[src/rtl/coef_pack_2861_if.sv]
// Stream bundle for the coefficient packer: a 12-bit coefficient stream in
// and a 32-bit word stream out, both with valid/ready handshakes and
// last-of-packet flags.
interface coef_pack_2861_if;
  logic        in_valid;
  logic        in_ready;
  logic [11:0] in_coef;
  logic        in_last;
  logic        out_valid;
  logic        out_ready;
  logic [31:0] out_word;
  logic        out_last;

  // Side that feeds coefficients and consumes words.
  modport master (
    output in_valid, in_coef, in_last, out_ready,
    input  in_ready, out_valid, out_word, out_last
  );

  // The packer itself.
  modport slave (
    input  in_valid, in_coef, in_last, out_ready,
    output in_ready, out_valid, out_word, out_last
  );
endinterface

[src/rtl/coef_pack_2861.sv]
// Packs 12-bit residues mod 2861 LSB-first into 32-bit words. A packet
// ends with in_last; the remaining bits are then flushed as zero-padded
// words, the final one flagged with out_last. Any coefficient >= Q sets a
// sticky range error but is still packed unchanged.
module coef_pack_2861 #(
  parameter int Q      = 2861,
  parameter int COEF_W = 12,
  parameter int WORD_W = 32
) (
  input  logic             clk,
  input  logic             rst_n,
  coef_pack_2861_if.slave  bus,
  input  logic             clr_err,
  output logic             range_err
);

  localparam int BUF_W = WORD_W + COEF_W;
  localparam logic [COEF_W-1:0] Q_LIM  = COEF_W'(Q);
  localparam logic [5:0]        W_FULL = 6'(WORD_W);
  localparam logic [5:0]        C_STEP = 6'(COEF_W);

  typedef enum logic {ST_FILL, ST_DRAIN} state_t;

  state_t           st_q, st_nxt;
  logic [BUF_W-1:0] shift_buf_q, shift_buf_nxt;
  logic [5:0]       fill_q, fill_nxt;
  logic             accept, pop;

  // Handshake decode and next-state for the buffer, fill count and state.
  always_comb begin
    shift_buf_nxt = shift_buf_q;
    fill_nxt      = fill_q;
    st_nxt        = st_q;

    bus.in_ready  = (st_q == ST_FILL) && (fill_q < W_FULL);
    bus.out_valid = (st_q == ST_FILL) ? (fill_q >= W_FULL) : (fill_q != 6'd0);
    bus.out_last  = (st_q == ST_DRAIN) && (fill_q <= W_FULL);
    bus.out_word  = shift_buf_q[WORD_W-1:0];

    accept = bus.in_valid && bus.in_ready;
    pop    = bus.out_valid && bus.out_ready;

    if (accept) begin
      shift_buf_nxt = shift_buf_q | (BUF_W'(bus.in_coef) << fill_q);
      fill_nxt      = fill_q + C_STEP;
      if (bus.in_last) begin
        st_nxt = ST_DRAIN;
      end
    end else if (pop) begin
      if (bus.out_last) begin
        shift_buf_nxt = '0;
        fill_nxt      = 6'd0;
        st_nxt        = ST_FILL;
      end else begin
        shift_buf_nxt = shift_buf_q >> WORD_W;
        fill_nxt      = (fill_q >= W_FULL) ? (fill_q - W_FULL) : 6'd0;
      end
    end
  end

  // State registers; reset discards any partially packed data.
  always_ff @(posedge clk or negedge rst_n) begin
    if (!rst_n) begin
      st_q        <= ST_FILL;
      shift_buf_q <= '0;
      fill_q      <= 6'd0;
    end else begin
      st_q        <= st_nxt;
      shift_buf_q <= shift_buf_nxt;
      fill_q      <= fill_nxt;
    end
  end

  // Sticky range flag: an out-of-range accept wins over a clear.
  always_ff @(posedge clk or negedge rst_n) begin
    if (!rst_n) begin
      range_err <= 1'b0;
    end else if (accept && (bus.in_coef >= Q_LIM)) begin
      range_err <= 1'b1;
    end else if (clr_err) begin
      range_err <= 1'b0;
    end
  end

endmodule

[src/flat_wrapper.sv]
// flat-port wrapper written by rule: the top's interface ports become plain ports
module coef_pack_2861_flat 
#(
  parameter int Q      = 2861,
  parameter int COEF_W = 12,
  parameter int WORD_W = 32
)
  (clk, rst_n, clr_err, range_err, bus_in_valid, bus_in_coef, bus_in_last, bus_out_ready, bus_in_ready, bus_out_valid, bus_out_word, bus_out_last);
  coef_pack_2861_if bus_i ();
  input  logic clk;
  input  logic rst_n;
  input  logic clr_err;
  output logic range_err;
  input wire logic [$bits(bus_i.in_valid)-1:0] bus_in_valid;
  input wire logic [$bits(bus_i.in_coef)-1:0] bus_in_coef;
  input wire logic [$bits(bus_i.in_last)-1:0] bus_in_last;
  input wire logic [$bits(bus_i.out_ready)-1:0] bus_out_ready;
  output wire logic [$bits(bus_i.in_ready)-1:0] bus_in_ready;
  output wire logic [$bits(bus_i.out_valid)-1:0] bus_out_valid;
  output wire logic [$bits(bus_i.out_word)-1:0] bus_out_word;
  output wire logic [$bits(bus_i.out_last)-1:0] bus_out_last;
  assign bus_i.in_valid = bus_in_valid;
  assign bus_i.in_coef = bus_in_coef;
  assign bus_i.in_last = bus_in_last;
  assign bus_i.out_ready = bus_out_ready;
  assign bus_in_ready = bus_i.in_ready;
  assign bus_out_valid = bus_i.out_valid;
  assign bus_out_word = bus_i.out_word;
  assign bus_out_last = bus_i.out_last;
  coef_pack_2861 #(.Q(Q), .COEF_W(COEF_W), .WORD_W(WORD_W)) u_core (.clk(clk), .rst_n(rst_n), .bus(bus_i), .clr_err(clr_err), .range_err(range_err));
endmodule
[config.mk]
export PLATFORM = sky130hd
export DESIGN_NAME = coef_pack_2861_flat
export DESIGN_NICKNAME = d
export VERILOG_FILES = /design/src/rtl/coef_pack_2861_if.sv /design/src/rtl/coef_pack_2861.sv /design/src/flat_wrapper.sv
export SDC_FILE = /design/constraint.sdc
export NUM_CORES = 1
export LEC_CHECK = 0
export ABC_CLOCK_PERIOD_IN_PS = 4600
export BUFFER_PORTS_ARGS = -buffer_cell sky130_fd_sc_hd__buf_2
export CORE_MARGIN = 4
export CORE_UTILIZATION = 59
export DETAILED_ROUTE_END_ITERATION = 10
export PLACE_DENSITY = 0.85
export SYNTH_ARGS = -nofsm -noshare
export SYNTH_HDL_FRONTEND = slang
export SYNTH_SLANG_ARGS = --single-unit
[constraint.sdc]
create_clock -name clk -period 4.6 [get_ports clk]
set_clock_uncertainty 0.05 [all_clocks]
set_input_delay 0.23 -clock clk [delete_from_list [all_inputs] [get_ports clk]]
set_output_delay 0.23 -clock clk [all_outputs]
set_load 0.03 [all_outputs]
Word-level counts from Yosys, hierarchy flattened
Index checks and enable logic that the tools add are counted.
{"block": "word_totals", "in_bits": 18, "out_inout_bits": 36, "register_bits": 52, "word_cells": 38}
{"block": "op_classes", "shift": 1, "magnitude_cmp": 4, "bitwise_logic": 2, "n_addsub": 2, "n_reduce_logical": 10, "n_mux": 14, "eq_ne": 1}
{"operator": "$mux W44", "count": 2}
{"operator": "$or A44 B44 Y44", "count": 1}
{"operator": "$shl A12 B6 Y44", "count": 1}
{"operator": "$mux W6", "count": 4}
{"operator": "$ge A12 B12 Y1 const B", "count": 1}
{"operator": "$mux W12", "count": 1}
{"operator": "$mux W1", "count": 7}
{"operator": "$add A6 B4 Y6 const B", "count": 1}
{"operator": "$ge A6 B6 Y1 const B", "count": 1}
{"operator": "$le A6 B6 Y1 const B", "count": 1}
{"operator": "$lt A6 B6 Y1 const B", "count": 1}
{"operator": "$reduce_bool A2 Y1", "count": 3}
{"operator": "$reduce_bool A6 Y1", "count": 1}
{"operator": "$sub A6 B6 Y6 const B", "count": 1}
{"operator": "$logic_and A1 B1 Y1", "count": 5}
{"operator": "$reduce_and A3 Y1", "count": 1}
{"operator": "$ne A2 B2 Y1 const B", "count": 1}
{"operator": "$not A1 Y1", "count": 1}

Longest topological paths before layout
Gate-level depths: netlist of the first run.
{"block": "depth", "ltp_word": 5, "ltp_mapped": 10, "mapped_depth_nobuf": 6}

Least setup slack after synthesis of the first run
No wires, ideal clock.
{"block": "synth_path", "path_type": "register -> output", "from": "reg u_core.fill_q[3]", "to": "out bus_out_valid", "stages_incl_launch_ff": 7, "arrival_time_ps": 1820, "path_buffers": 2, "slack_ps": 2500, "required_ps": 4320, "path_cell_list": "dfrtp_1 inv_1 clkbuf_1 ha_1 nor2b_2 buf_6 o21ai_0"}
{"block": "synth_via", "elab_chain_cells": 2, "elab_cells_between_ends": 3, "cone_classes": "1 x order compare; 1 x mux; 1 x reduce/logical"}
{"element": "start: declaration", "line_no": "coef_pack_2861.sv:26", "rtl": "logic [5:0] fill_q, fill_nxt;"}
{"element": "start signal: assignment", "line_no": "coef_pack_2861.sv:70", "rtl": "fill_q <= fill_nxt;"}
{"element": "$ge A6 B6 Y1 or $reduce_bool A6 Y1 (tied branches)", "line_no": "coef_pack_2861.sv:36", "rtl": "bus.out_valid = (st_q == ST_FILL) ? (fill_q >= W_FULL) : (fill_q != 6'd0);"}
{"element": "$mux W1 (*)", "line_no": "coef_pack_2861.sv:36"}
{"element": "end: declaration", "line_no": "flat_wrapper.sv:19", "rtl": "output wire logic [$bits(bus_i.out_valid)-1:0] bus_out_valid;"}
Every way passes the cells marked *; elsewhere a longest branch is shown, timed or not.

Worst setup path after layout of the first run
{"block": "layout_path", "from": "reg u_core.fill_q[2]", "to": "reg u_core.fill_q[2]"}
{"block": "layout_via", "elab_chain_cells": 5, "elab_cells_between_ends": 16, "cone_classes": "2 x add/sub; 3 x order compare; 5 x mux; 6 x reduce/logical"}
{"element": "$sub A6 B6 Y6, or another cell as far along", "line_no": "coef_pack_2861.sv:56", "rtl": "fill_nxt = (fill_q >= W_FULL) ? (fill_q - W_FULL) : 6'd0;"}
{"element": "$mux W6 or $logic_and A1 B1 Y1 (tied branches)", "line_no": "coef_pack_2861.sv:56, coef_pack_2861.sv:37"}
{"element": "$mux W6", "line_no": "coef_pack_2861.sv:50", "rtl": "if (bus.out_last) begin"}
{"element": "$mux W6", "line_no": "coef_pack_2861.sv:49", "rtl": "end else if (pop) begin"}
{"element": "$mux W6", "line_no": "coef_pack_2861.sv:43", "rtl": "if (accept) begin"}
Parallel ways exist; a longest one is shown, timed or not. The select of a mux whose other input is x is not followed.
A chain may end at the register's enable or synchronous reset.

==> results of run 1 <==
==> final timing paths <==
| kind | end | slack, ps | cells past startpoint |
|---|---|---|---|
| hold reg to reg | u_core.shift_buf_q[23]$_DFFE_PN0P_ | 430 | 2 |
| max in group asynchronous | u_core.fill_q[4]$_DFFE_PN0P_ | 3750 | 1 |
| setup reg to reg | u_core.fill_q[2]$_DFFE_PN0P_ | 1160 | 6 |
| setup / recovery | u_core.fill_q[2]$_DFFE_PN0P_ | 1160 | 6 |
| hold / removal | u_core.range_err$_DFFE_PN0P_ | 60 | 2 |
| min in group asynchronous | u_core.shift_buf_q[4]$_DFFE_PN0P_ | 70 | 1 |
==> stage by stage <==
| stage | area (µm²) | util, % | setup WS, ps | hold WS [ps] |
|---|---|---|---|---|
| 3_3_place_gp | 2700 | 61.1 | 1350 | 371 |
| 4_1_cts | 2810 | 63.7 | 1200 | 52.1 |
| 6_report | 2810 | 63.7 | 1160 | 57.7 |
| 2_1_floorplan | 2720 | - | 2500 | -116 |
| 5_1_grt | 2810 | 63.7 | 949 | 68.1 |
| 3_5_place_dp | 2700 | 61.1 | 1240 | 381 |
==> registers in the layout (all words and copies together), names as in the netlist <==
name                cells
u_core.fill_q           4
u_core.range_err        1
u_core.shift_buf_q     44
u_core.st_q             1
==> cells in the final DEF, fill, tap and decap left out, types with 2 or more instances in the layout <==
master	count
o21ai_0	26
nor2_1	6
a221o_1	2
ha_1	2
inv_1	7
a22o_1	21
o41a_1	3
nand2_1	28
a32oi_1	3
buf_2	53
dfrtp_1	50
nor2b_1	4
o2bb2ai_1	2
nor3_1	4
a21oi_1	7
and2_1	6
a22oi_1	5
a31oi_1	3
nand3_1	5
clkbuf_8	6
a222oi_1	2
mux2_2	8
mux2i_1	5
==> kinds of logic after synthesis <==
family,Yosys count
buf+inv,56
fa+ha+maj,2
mux,13
simple gates,60
flops,50
compound gates,83
==> cell type report <==
| type | count | area share [%] |
|---|---|---|
| clock buffers | 6 | 2.94 |
| inverters | 8 | 1.07 |
| clock inverters | 1 | 1.07 |
| multi-input cells | 158 | 38.6 |
| repair buffers | 53 | 9.44 |
| flip-flops and latches | 50 | 44.5 |
| well taps | 52 | 2.32 |
==> routing by layer <==
layer,track usage (%),routed length (µm)
met4,7.65,143
met3,5.09,480
met1,31.5,2620
met2,33.4,2910
met5,0,0
==> power by group <==
group	internal [µW]	switching, µW
sequential	598	178
combinational	350	668
clock	174	141
total	1120	987
==> results.toml, run 1 <==
[sta]
slew_viol_final = 0
rsz0062_at_grt = "false"
hold_violations = 0
setup_viol = 0
slew_headroom_pct = 18.0
tns_ps = 0
clock.fmax_mhz = 291
tightest_slew_ps = 1230
timing.final.crit_period_ps = 3440
finalCritPeriodShare_pct = 74.7

[detailed_routing]
drt-pass1-iter-count = 6
drcViolationCount = 0
viasPerCell = 6.13
wire_per_inst_um = 18.8
vias = 2011
drtIter0Drc = 187
ant_nets = 0
routed_wl_mm = 6.15

[critical_path]
cp_num_buf_inv = 1
required_ps = 4740
r2r_start = "u_core.fill_q[2]$_DFFE_PN0P_"
critical_path.top_delay_family = "compound AO/OA/AOI/OAI gates"
cp-startpoint = "u_core.fill_q[2]$_DFFE_PN0P_"
worst-path-max-fanout = 38
crit_type = "reg -> reg"
worst_setup_path_end_kind = "flip-flop"
cp_cell_sequence = "clkinv_1 -> ha_1 -> nor2b_2 -> o21a_1 -> a22o_1 -> mux2_2"
max_stage_delay_ps = 930
cp_slowest_cell = "dfrtp_1"
crit_arrival_ps = 3580
start_kind = "flip-flop"

[logic_synthesis]
synth_compound_area_share_pct = 22.0
netlist_area_um2 = 2720
synth-main-ff-cell = "dfrtp_1"
synthMuxAreaShare_pct = 5.15
synth_top_area_share_pct = 46.0
yosysMostFrequentCell = "dfrtp_1"
syn-mean-instance-area_um2 = 10.3
ys_ff_latch = 50
yosys.area_share.simple_pct = 11.8
yosysSeqAreaShare_pct = 46.0
syn-instance-count = 264
synth_top_family_by_area = "compound AO/OA/AOI/OAI gates"
ys_warn_count = 0
synth_top_cell_by_area = "dfrtp_1"
synth_fa_ha_area_share_pct = 0.920
synth_area_leaders = "dfrtp_1 (46%), buf_4 (8.8%), a22o_1 (6.8%), o21ai_0 (4.8%), nand2_1 (3.9%)"
synth_xor_area_share_pct = 0
synth_nets = 284
async_reset_ff_share_pct = 100
synth_edf_count = 0
synth_commonest_cells = "dfrtp_1 (50), buf_4 (32), nand2_1 (28)"
ys_types = 42

[run]
drv_cap = 0

[floorplanning]
core_area_um2 = 4410
io_pins = 54
initial_core_util_pct = 61.6
fp.dieH_um = 75.9
fp.dieW_um = 75.9
die-area_um2 = 5760
num_rows = 24

[min_path]
hold_start = "clr_err"
min_path_type = "in -> reg"

[global_routing]
antenna_found_initial = 0
grt_pass1_vias = 2025
overflow = 0
grt_max_degree = 51
grt_pass1_wl_mm = 10.5
grt_util_all_layers_pct = 22.2

[layout]
finalNonFillerCells = 328
fin_nets = 296
final-seq-area_um2 = 1250
multi_input_area_um2 = 1090
fillers = 373
area_growth_syn_to_layout_pct = 3.26
n_antenna_cell = 0
drive_above_1_share_pct = 26.4

[power_and_ir_drop]
finalPower_uw = 2110
leakagePower_uw = 0.00135
vdd_drop_max_v = 0.000406
power.density_nw_per_um2 = 751

[cts]
cts.sinks = 50
hold_buffers = 0
cts_made_buffers = 5
insertion_delay_ps = 300
cts_resized = 0
cts.htree.levels = 2
clock_path_buffers = 2
cts_tree = "done"
post_cts_buffers = 0
clk_pin_slew_ps = 90
cts_root_buffer = "clkbuf_8"

[placed_design]
gp_congestion = 0.956
numPortBuffers = 53
dpl.hpwl_mm = 4.28
dp_cells = 321

[outcome]
outcome = "completed"
Note: power is estimated with default switching activity, not from simulation.
==> inputs of run 2 (changes only) <==
--- a/config.mk
+++ b/config.mk
@@ -5,12 +5,12 @@
 export SDC_FILE = /design/constraint.sdc
 export NUM_CORES = 1
 export LEC_CHECK = 0
-export ABC_CLOCK_PERIOD_IN_PS = 4600
+export ABC_CLOCK_PERIOD_IN_PS = 2850
 export BUFFER_PORTS_ARGS = -buffer_cell sky130_fd_sc_hd__buf_2
 export CORE_MARGIN = 4
-export CORE_UTILIZATION = 59
+export CORE_UTILIZATION = 50
 export DETAILED_ROUTE_END_ITERATION = 10
-export PLACE_DENSITY = 0.85
+export PLACE_DENSITY = 0.76
 export SYNTH_ARGS = -nofsm -noshare
 export SYNTH_HDL_FRONTEND = slang
 export SYNTH_SLANG_ARGS = --single-unit
==> constraint.sdc (replaced) <==
create_clock -name clk -period 2.85 [get_ports clk]
set_clock_uncertainty 0.05 [all_clocks]
set_input_delay 0.1425 -clock clk [delete_from_list [all_inputs] [get_ports clk]]
set_output_delay 0.1425 -clock clk [all_outputs]
set_load 0.03 [all_outputs]
==> run 2 against run 1 <==
Against the previous run: the flow now finishes with violations (negative hold slack); count of clock-buffer cells in the layout is the same; sequential share of layout area down 1.5 points; register-to-register slack got worse by 570 ps; global-route usage is 1.1 points lower; utilization fell by 7.8 points; power grew 66%; sequential power up 47%; clock power increased by 58%; non-clock buffer count is 8 higher; design area grew 3.4%; first-iteration DRC count up 49%; die area increased by 16%; largest cell class unchanged; highest routed layer unchanged.
==> results.toml, run 2 (synthesis gave the netlist of run 1 again) <==
[sta]
tns_ps = 0
timing.final.crit_period_ps = 2370
tightest_slew_ps = 1100
rsz0062_at_grt = "false"
slew_viol_final = 0
hold_ws_ps = -19.3
hold_violations = 39
fin_ws_ps = 483
clock.fmax_mhz = 422
slew_headroom_pct = 26.6
finalCritPeriodShare_pct = 83.0
setup_viol = 0

[detailed_routing]
ant_nets = 0
routed_wl_mm = 6.55
drtIter0Drc = 278
vias = 2094
drcViolationCount = 0
wire_per_inst_um = 18.5
viasPerCell = 5.90
drt-pass1-iter-count = 5

[cts]
clk_pin_slew_ps = 90
cts_resized = 0
cts_tree = "done"
post_cts_buffers = 0
insertion_delay_ps = 310
cts.htree.levels = 2
hold_buffers = 1
cts_made_buffers = 5
clock_path_buffers = 2
cts.sinks = 50
cts_root_buffer = "clkbuf_8"

[layout]
drive_above_1_share_pct = 28.1
n_antenna_cell = 0
largest_register_ffs = 44
post-route-util_pct = 55.8
finalNonFillerCells = 355
biggestRegsByFlops = "u_core.shift_buf_q x44, u_core.fill_q x4"
fin_nets = 304
area_growth_syn_to_layout_pct = 6.76
layout_common_cells = "buf_2 (53), dfrtp_1 (50), nand2_1 (28)"
largest_register = "u_core.shift_buf_q"
mostFrequentLayoutCell = "buf_2"

[min_path]
min_path_type = "in -> async"

[placed_design]
dpl.hpwl_mm = 4.57
place_ws_ps = 612
dp_cells = 346
gp_congestion = 0.893
numPortBuffers = 53

[global_routing]
grt_use_met2_pct = 31.7
met1_usage_pct = 29.7
grt_max_degree = 51
grt_pass1_wl_mm = 10.6
overflow = 0
met3_usage_pct = 4.61
antenna_found_initial = 0
grt_pass1_vias = 2044
gr-max-usage-layer = "met2"
grt_util_all_layers_pct = 21.1

[critical_path]
worst_setup_path_end_kind = "output port"
start_kind = "flip-flop"
worst-path-max-fanout = 9
required_ps = 2660
crit_type = "reg -> out"
crit_arrival_ps = 2170

[outcome]
outcome = "complete, but fails checks"
violations = "negative hold slack"

[floorplanning]
io_pins = 54
initial_core_util_pct = 52.3
num_rows = 26
core_area_um2 = 5200
die-area_um2 = 6690
fp.dieH_um = 81.8
fp.dieW_um = 81.8

[power_and_ir_drop]
power.density_nw_per_um2 = 1210
vdd_drop_max_v = 0.000576
leakagePower_uw = 0.00139

[run]
drv_cap = 0
[run 2: cell types whose count changed in the layout (fill, tap and decap cells not counted)]
cell	delta
dlygate4sd3_1	+1
buf_12	+1
clkbuf_8	-1
buf_4	+6
clkbuf_1	+1
clkinvlp_4	+1
[run 2: final cells by class]
type                    count  area, µm²
clock inverters             2       37.5
inverters                   8       30.0
clock buffers               6       72.6
well taps                  70       87.6
flip-flops and latches     50       1250
fillers                   476       2300
repair buffers             61        340
multi-input cells         158       1090
[run 2: metal layers]
metal | vias up | share of wire [%]
met5 | - | 0
met4 | 0 | 2.2
met3 | 16 | 7.3
met2 | 111 | 47
met1 | 1004 | 44
li1 | 963 | -
[run 2: power by group]
group	switching, µW	leakage, µW	internal [µW]
clock	237	0.0000514	262
sequential	171	0.000662	968
combinational	1240	0.000676	632
[run 2: worst max-delay path, stage by stage (launching register included)]
cell,delay (ps)
dfrtp_1,350
clkinv_1,220
ha_1,300
nor2b_2,190
o21ai_0,520
inv_1,90
buf_2,200
[run 2: metrics by stage]
stage          hold WS (ps)  power [µW]  cell area, µm²
2_1_floorplan          -203        2780            2720
3_3_place_gp            280        2960            2790
3_5_place_dp            309        3010            2790
4_1_cts                24.4        3510            2910
5_1_grt                51.5        3730            2910
6_report              -19.3        3500            2910
[run 2: final timing paths]
check,cells after the start,startpoint,endpoint,slack [ps]
setup / recovery,6,u_core.fill_q[2]$_DFFE_PN0P_,bus_out_last,480
hold / removal,1,rst_n,u_core.shift_buf_q[24]$_DFFE_PN0P_,-20
setup reg to reg,6,u_core.fill_q[2]$_DFFE_PN0P_,u_core.shift_buf_q[10]$_DFFE_PN0P_,590
hold reg to reg,2,u_core.shift_buf_q[26]$_DFFE_PN0P_,u_core.shift_buf_q[26]$_DFFE_PN0P_,430
max in group asynchronous,1,rst_n,u_core.shift_buf_q[11]$_DFFE_PN0P_,2090
min in group clk,2,bus_out_ready,u_core.fill_q[5]$_DFFE_PN0P_,50
==> inputs of run 3 (changes only) <==
--- a/config.mk
+++ b/config.mk
@@ -5,7 +5,7 @@
 export SDC_FILE = /design/constraint.sdc
 export NUM_CORES = 1
 export LEC_CHECK = 0
-export ABC_CLOCK_PERIOD_IN_PS = 2850
+export ABC_CLOCK_PERIOD_IN_PS = 1900
 export BUFFER_PORTS_ARGS = -buffer_cell sky130_fd_sc_hd__buf_2
 export CORE_MARGIN = 4
 export CORE_UTILIZATION = 50
==> constraint.sdc (replaced) <==
create_clock -name clk -period 1.9 [get_ports clk]
set_clock_uncertainty 0.05 [all_clocks]
set_input_delay 0.095 -clock clk [delete_from_list [all_inputs] [get_ports clk]]
set_output_delay 0.095 -clock clk [all_outputs]
set_load 0.03 [all_outputs]
==> run 3 against run 2 <==
Against the previous run: the flow now finishes without violations; final cell count increased by 5.1%; combinational power increased by 67%; utilization up 3.7 points; sequential share of layout area is 2.7 points lower; via count rose by 3.2%; largest power group unchanged; largest cell class unchanged; critical path type unchanged.
==> results.toml, run 3 (synthesis gave the netlist of run 1 again) <==
[floorplanning]
die-area_um2 = 6690
fp.dieW_um = 81.8
fp.dieH_um = 81.8
num_rows = 26
core_area_um2 = 5200
io_pins = 54
initial_core_util_pct = 52.3

[layout]
area_growth_syn_to_layout_pct = 13.8
fin_nets = 322
post-route-util_pct = 59.5
mostFrequentLayoutCell = "buf_2"
largest_register_ffs = 44
final_area_um2 = 3100
biggestRegsByFlops = "u_core.shift_buf_q x44, u_core.fill_q x4"
layout_common_cells = "buf_2 (52), dfrtp_1 (50), nand2_1 (28)"
largest_register = "u_core.shift_buf_q"
n_antenna_cell = 0
drive_above_1_share_pct = 33.7

[critical_path]
worst_setup_path_end_kind = "output port"
worst-path-max-fanout = 6
start_kind = "flip-flop"
r2r_start = "u_core.fill_q[2]$_DFFE_PN0P_"
crit_arrival_ps = 1700
rr_worst_depth = 7
crit_type = "reg -> out"
required_ps = 1750
reg2reg_slack_ps = 130
worstReg2RegEnd = "u_core.shift_buf_q[10]$_DFFE_PN0P_"

[run]
drv_cap = 0

[min_path]
min_path_type = "in -> reg"
hold_start = "bus_in_coef[2]"
whs_path_depth = 3
hold_end = "u_core.shift_buf_q[2]$_DFFE_PN0P_"

[detailed_routing]
drcViolationCount = 0
vias = 2160
ant_nets = 0
routed_wl_mm = 6.66
wire_per_inst_um = 17.8
drtIter0Drc = 227
viasPerCell = 5.79
drt-pass1-iter-count = 4

[sta]
setup_viol = 0
slew_viol_final = 0
fin_ws_ps = 50.3
finalCritPeriodShare_pct = 97.4
tightest_slew_ps = 500
slew_headroom_pct = 66.7
clock.fmax_mhz = 541
hold_violations = 0
timing.final.crit_period_ps = 1850
tns_ps = 0

[power_and_ir_drop]
leakagePower_uw = 0.00149
switching_share_pct = 45.8
power.density_nw_per_um2 = 1790
vdd_drop_max_v = 0.000764
power_frac_comb_pct = 56.3
switchingPower_uw = 2540
clockPowerShare_pct = 13.6
p_int_uw = 3010
seq_power_share_pct = 30.1
finalPower_uw = 5560

[placed_design]
dpl.hpwl_mm = 4.88
numPortBuffers = 53
placed_area_um2 = 2890
place_ws_ps = 176
gp_congestion = 0.912

[cts]
clk_pin_slew_ps = 100
clock_path_buffers = 2
cts.htree.levels = 2
insertion_delay_ps = 310
cts_made_buffers = 5
cts.sinks = 50
cts_root_buffer = "clkbuf_8"
cts_tree = "done"

[global_routing]
grt_max_degree = 31
grt_pass1_vias = 2152
grt_util_all_layers_pct = 20.9
grt_pass1_wl_mm = 10.6
antenna_found_initial = 0
overflow = 0

[outcome]
outcome = "completed"
run 3: what timing repair did:
action	CTS	global route
endpoints found under the setup margin	1	4
resized for setup	1	7
setup buffers	2	2
hold endpoints to repair	22	0
hold buffers	3	0
run 3: how the worst max path moves through the flow:
stage	startpoint	endpoint	slack, ps	cells after the start
floorplan	u_core.fill_q[3]$_DFFE_PN0P_	u_core.shift_buf_q[2]$_DFFE_PN0P_	20	10
global placement	u_core.fill_q[3]$_DFFE_PN0P_	u_core.shift_buf_q[10]$_DFFE_PN0P_	210	6
detailed placement	u_core.fill_q[5]$_DFFE_PN0P_	u_core.shift_buf_q[5]$_DFFE_PN0P_	180	5
CTS	u_core.fill_q[2]$_DFFE_PN0P_	bus_out_last	10	8
global route	u_core.fill_q[2]$_DFFE_PN0P_	bus_out_last	-20	8
finish	u_core.fill_q[2]$_DFFE_PN0P_	bus_out_last	50	8
run 3: metal layers:
metal | track usage [%] | share of wire, % | wire, µm
met1 | 27.8 | 42 | 2770
met5 | 0 | 0 | 0
met2 | 33.1 | 48 | 3210
met4 | 7.97 | 2.3 | 153
met3 | 4.93 | 7.8 | 518
run 3: power groups by stage:
stage          Sequential, µW  Combinational [µW]  Clock (µW)
2_1_floorplan            1650                2540           0
3_3_place_gp             1690                2910           0
3_5_place_dp             1700                2960           0
4_1_cts                  1670                3010         764
5_1_grt                  1720                3360         814
6_report                 1670                3130         755
run 3: critical path, stage by stage (launching register included):
cell	delay, ps
dfrtp_1	380
clkinv_2	70
ha_2	180
nor2b_2	160
buf_4	160
o21ai_4	130
buf_6	130
inv_1	40
buf_4	160
run 3: layout make-up:
type	count	area, µm²
Fill cell	452	2110
Sequential cell	50	1250
Multi-Input combinational cell	158	1110
Timing Repair Buffer	79	499
Tap cell	70	87.6
Clock buffer	5	68.8
Clock inverter	3	43.8
Inverter	8	31.3
run 3: per-stage QoR:
stage / cells / hold WS (ps)
after floorplan: 264 / -251
after global placement: 358 / 32.2
after detailed placement: 358 / 39.1
after CTS: 371 / 43.3
after global routing: 373 / 43.9
final: 373 / 53.0
